$ cat src/rtl/fs01_timing_gen.sv
// rtl/fs01_timing_gen.sv - FS01 base scaler stage divider with edge pulses, resync and stall alarm
// Feeds the A1 scaler: divides CLOCK by DIV into FS01/FS01_ and flags both FS01 edges.
module fs01_timing_gen #(
  parameter int DIV       = 20,
  parameter int STALL_LIM = 64,
  parameter int CNT_W     = 5
) (
  input  logic             CLOCK,
  input  logic             rst_,
  input  logic             STOP,
  input  logic             SYNC_,
  input  logic             CLRAL,
  output logic             FS01,
  output logic             FS01_,
  output logic             F01A,
  output logic             F01B,
  output logic             SCAFAL,
  output logic [CNT_W-1:0] CNT
);

  localparam int SW = $clog2(STALL_LIM + 1);
  localparam logic [CNT_W-1:0] LAST     = CNT_W'(DIV - 1);
  localparam logic [CNT_W-1:0] HALF     = CNT_W'(DIV / 2);
  localparam logic [CNT_W-1:0] HALF_M1  = CNT_W'(DIV / 2 - 1);
  localparam logic [SW-1:0]    LIM      = SW'(STALL_LIM);
  localparam logic [SW-1:0]    LIM_M1   = SW'(STALL_LIM - 1);

  logic [CNT_W-1:0] cnt;
  logic [SW-1:0]    stall;
  logic             f01a_q;
  logic             f01b_q;
  logic             scafal_q;

  // FS01 is a pure decode of the phase register so it carries no extra latency.
  assign FS01   = (cnt >= HALF);
  assign FS01_  = ~FS01;
  assign F01A   = f01a_q;
  assign F01B   = f01b_q;
  assign SCAFAL = scafal_q;
  assign CNT    = cnt;

  always_ff @(posedge CLOCK or negedge rst_) begin
    if (!rst_) begin
      cnt    <= '0;
      f01a_q <= 1'b0;
      f01b_q <= 1'b0;
    end else if (!SYNC_) begin
      cnt    <= '0;
      f01a_q <= 1'b0;
      f01b_q <= 1'b0;
    end else if (STOP) begin
      f01a_q <= 1'b0;
      f01b_q <= 1'b0;
    end else begin
      f01b_q <= (cnt == HALF_M1);
      if (cnt == LAST) begin
        cnt    <= '0;
        f01a_q <= 1'b1;
      end else begin
        cnt    <= cnt + 1'b1;
        f01a_q <= 1'b0;
      end
    end
  end

  // Stall detector is independent of SYNC_; only STOP drives it.
  always_ff @(posedge CLOCK or negedge rst_) begin
    if (!rst_) begin
      stall    <= '0;
      scafal_q <= 1'b0;
    end else begin
      if (!STOP)
        stall <= '0;
      else if (stall != LIM)
        stall <= stall + 1'b1;

      if (STOP && (stall == LIM_M1))
        scafal_q <= 1'b1;
      else if (CLRAL)
        scafal_q <= 1'b0;
    end
  end

endmodule

$ cat config.mk
export PLATFORM = sky130hd
export DESIGN_NAME = fs01_timing_gen
export DESIGN_NICKNAME = d
export VERILOG_FILES = /design/src/rtl/fs01_timing_gen.sv
export SDC_FILE = /design/constraint.sdc
export NUM_CORES = 1
export LEC_CHECK = 0
export CORE_MARGIN = 3
export CORE_UTILIZATION = 49
export CTS_CLUSTER_SIZE = 20
export DETAILED_ROUTE_END_ITERATION = 10
export GPL_TIMING_DRIVEN = 0
export PLACE_DENSITY_LB_ADDON = 0.12
export SYNTH_ARGS = -nofsm -noshare
export SYNTH_HDL_FRONTEND = slang
export SYNTH_SLANG_ARGS = --single-unit
$ cat constraint.sdc
create_clock -name CLOCK -period 1.6 [get_ports CLOCK]
set_input_delay 0.16 -clock CLOCK [delete_from_list [all_inputs] [get_ports CLOCK]]
set_output_delay 0.16 -clock CLOCK [all_outputs]
set_load 0.01 [all_outputs]
==> impl_metrics.py <==
metrics = {
    "run_status": {
        "status": "finished, final reports clean",
    },
    "yosys": {
        "synth-edff-count": 0,
        "ys_warn_count": 0,
        "synth_top_area_share_pct": 46.3,
        "post-synth-top-count-cell": "dfrtp_1",
        "synth.area.top_cells": "dfrtp_1 46%, ha_1 7.7%, nand3_1 4.3%",
        "yosys_register_bits": 15,
        "ys_seq_area_share_pct": 46.3,
        "synth_nets": 90,
        "yosys-top-cells-count": "15 x dfrtp_1, 9 x nand2_1, 7 x nand3_1, 7 x o21ai_0, 6 x inv_1",
        "synthFlopType": "dfrtp_1",
        "async_reset_ff_share_pct": 100,
        "synth.avg_cell_area_um2": 10.1,
        "synth_area_um2": 811,
        "yosysTopAreaCell": "dfrtp_1",
        "syn_inst": 80,
        "synth.distinct_cells": 26,
    },
    "pwr": {
        "max-vdd-ir-drop_uv": 488,
        "intPower_mw": 0.537,
        "power_density_nw_per_um2": 660,
        "p_comb_share_pct": 14.0,
        "p_sw_share_pct": 24.7,
        "p_switching_mw": 0.176,
        "power_leakage_nw": 0.482,
        "clkPwrFrac_pct": 29.6,
        "seqPwrFrac_pct": 56.4,
    },
    "floorplan": {
        "fp.dieH_um": 46.7,
        "row_count": 14,
        "die_w_um": 46.7,
        "core_area_um2": 1520,
        "io_pins": 15,
        "dieArea_um2": 2180,
        "initial_core_util_pct": 53.2,
    },
    "finish": {
        "syn2layout_area_growth_pct": 33.2,
        "fin_nets": 116,
        "post-route-util_pct": 70.9,
        "fin_area_um2": 1080,
        "diodes": 0,
        "drive_above_1_share_pct": 21.0,
    },
    "critical_path": {
        "r2r_slack_ns": 0.03,
        "crit_type": "reg2out",
        "slowest_stage": "dfrtp_2",
        "cp_cell_sequence": "ha_2 > o31ai_4 > nor2b_4 > buf_4 > buf_6",
        "slowest_delay_ns": 0.42,
        "crit_path_end_kind": "primary output",
        "cp_max_fo": 2,
        "cp.required_ns": 1.44,
        "crit_arrival_ns": 1.43,
        "critPathLaunchType": "flip-flop",
    },
    "routing": {
        "drt_wl_total_um": 1740,
        "firstDrtPassIters": 4,
        "post_drt_via_cell_ratio": 5.58,
        "vias": 675,
        "route.detailed.wl_per_inst_um": 14.4,
        "drt_iter0_drc": 12,
        "ant_nets": 0,
        "drc": 0,
    },
    "clocking": {
        "cts_buffers": 3,
        "clock_sinks": 15,
        "clkTransAtPathRegs_ns": 0.08,
        "htree_levels": 1,
        "clock_tree.root_cell": "clkbuf_4",
        "cts_tree": "built",
        "clkLatencyLatePin_ns": 0.28,
        "clockBufferDepth": 2,
        "cts_hold_repair.buffers": 0,
    },
    "place": {
        "gp_congestion": 0.757,
        "place_ws_ns": -0.179,
        "dpl.hpwl_um": 1140,
        "place_area_um2": 971,
        "port_buffers": 14,
    },
    "sta": {
        "tightest_slew_ns": 0.679,
        "setup-violations-final": 0,
        "hold_viol": 0,
        "fmax_mhz": 628,
        "min_period_ns": 1.59,
        "fin_ws_ns": 0.00743,
        "relSlewSlack_pct": 54.6,
        "skew_ns": 0.00444,
        "whs_ns": 0.286,
        "fin_crit_sh_pct": 99.5,
        "slew_violations": 0,
        "rsz0062_at_grt": "true",
    },
    "run": {
        "drv_cap": 0,
    },
    "global_routing": {
        "grt_max_degree": 16,
        "gr-usage-all-layers_pct": 17.6,
        "grt_first_pass_wirelength_um": 2640,
        "gr-total-overflow": 0,
        "antenna_found_initial": 0,
        "grt_pass1_vias": 586,
    },
    "min_path": {
        "hold_path_class": "in2async",
    },
}
## per-stage QoR
stage,std cells,TNS [ns],total power [mW]
global route,121,-0.133,0.746
detailed placement,110,-0.327,0.487
finish,121,0,0.713
global placement,110,-0.327,0.483
CTS,118,-0.0357,0.711
floorplan,80,0,0.445
## kinds of logic after synthesis
logic type      share of synthesized area (%)
compound gates                           9.72
xor+xnor                                 3.24
fa+ha+maj                                7.72
buf+inv                                  3.24
flops                                    46.3
mux                                      2.47
simple gates                             27.3
## sequential cells by signal, indices dropped and copies added (netlist names)
name	count
stall	7
CNT	5
F01A	1
F01B	1
SCAFAL	1
## critical path, delay by kind of cell (launching register included)
family / cells / cell delay (ns)
AND/OR/NAND/NOR: 1 / 0.17
buffers and inverters: 2 / 0.20
flip-flops: 1 / 0.42
adder cells (fa/ha/maj): 1 / 0.19
AO/OA/AOI/OAI: 1 / 0.17
## routing by layer
layer / track usage [%] / share of wire, % / wire length (um)
met5: 0 / 0 / 0
met4: 6.63 / 1.1 / 19
met3: 6.25 / 4.5 / 79
met2: 29.1 / 52 / 896
met1: 20.7 / 43 / 742
## cell usage in the layout, fill, tap and decap left out, drive strengths merged
cell type	instances
nor3b	1
xnor2	2
clkbuf	5
xor2	1
nor2b	3
buf	9
nand3	7
dlymetal6s2s	1
clkdlybuf4s50	10
nand3b	1
or4b	2
nand4bb	1
dlygate4sd2	1
nand2b	3
o22ai	1
o21ai	7
nor2	2
o211ai	1
nor4bb	1
and2	2
ha	5
a21boi	3
or4bb	1
inv	6
mux2i	2
or3	2
dfrtp	15
o31ai	1
nand2	9
## worst paths after layout
check                             from        to  cells past startpoint
worst max-delay path            CNT[1]     FS01_                      5
min in group CLOCK               CLRAL    SCAFAL                      2
worst min register to register  SCAFAL    SCAFAL                      2
worst min-delay path              rst_  stall[5]                      1
max in group asynchronous         rst_    CNT[2]                      1
worst max register to register  CNT[1]      F01B                      6
## power by group through the flow
stage	Combinational (mW)	Sequential, mW	Clock (mW)
finish	0.0998	0.402	0.211
CTS	0.0866	0.403	0.222
global route	0.111	0.404	0.231
global placement	0.0694	0.413	0
floorplan	0.0326	0.412	0
detailed placement	0.0728	0.414	0
## final cells by class
cell class | instances | area, um2
Sequential cell | 15 | 380
Tap cell | 16 | 20.0
Inverter | 6 | 22.5
Fill cell | 123 | 444
Timing Repair Buffer | 21 | 194
Clock buffer | 4 | 26.3
Buffer | 1 | 3.75
Multi-Input combinational cell | 58 | 433
## what timing repair did
item | 4_1_cts | 5_1_grt
resized for setup | 15 | 7
pin swaps | 1 | 2
setup buffers | 4 | 3
setup endpoints to repair | 2 | 4
Power figures use the tool's default switching activity.
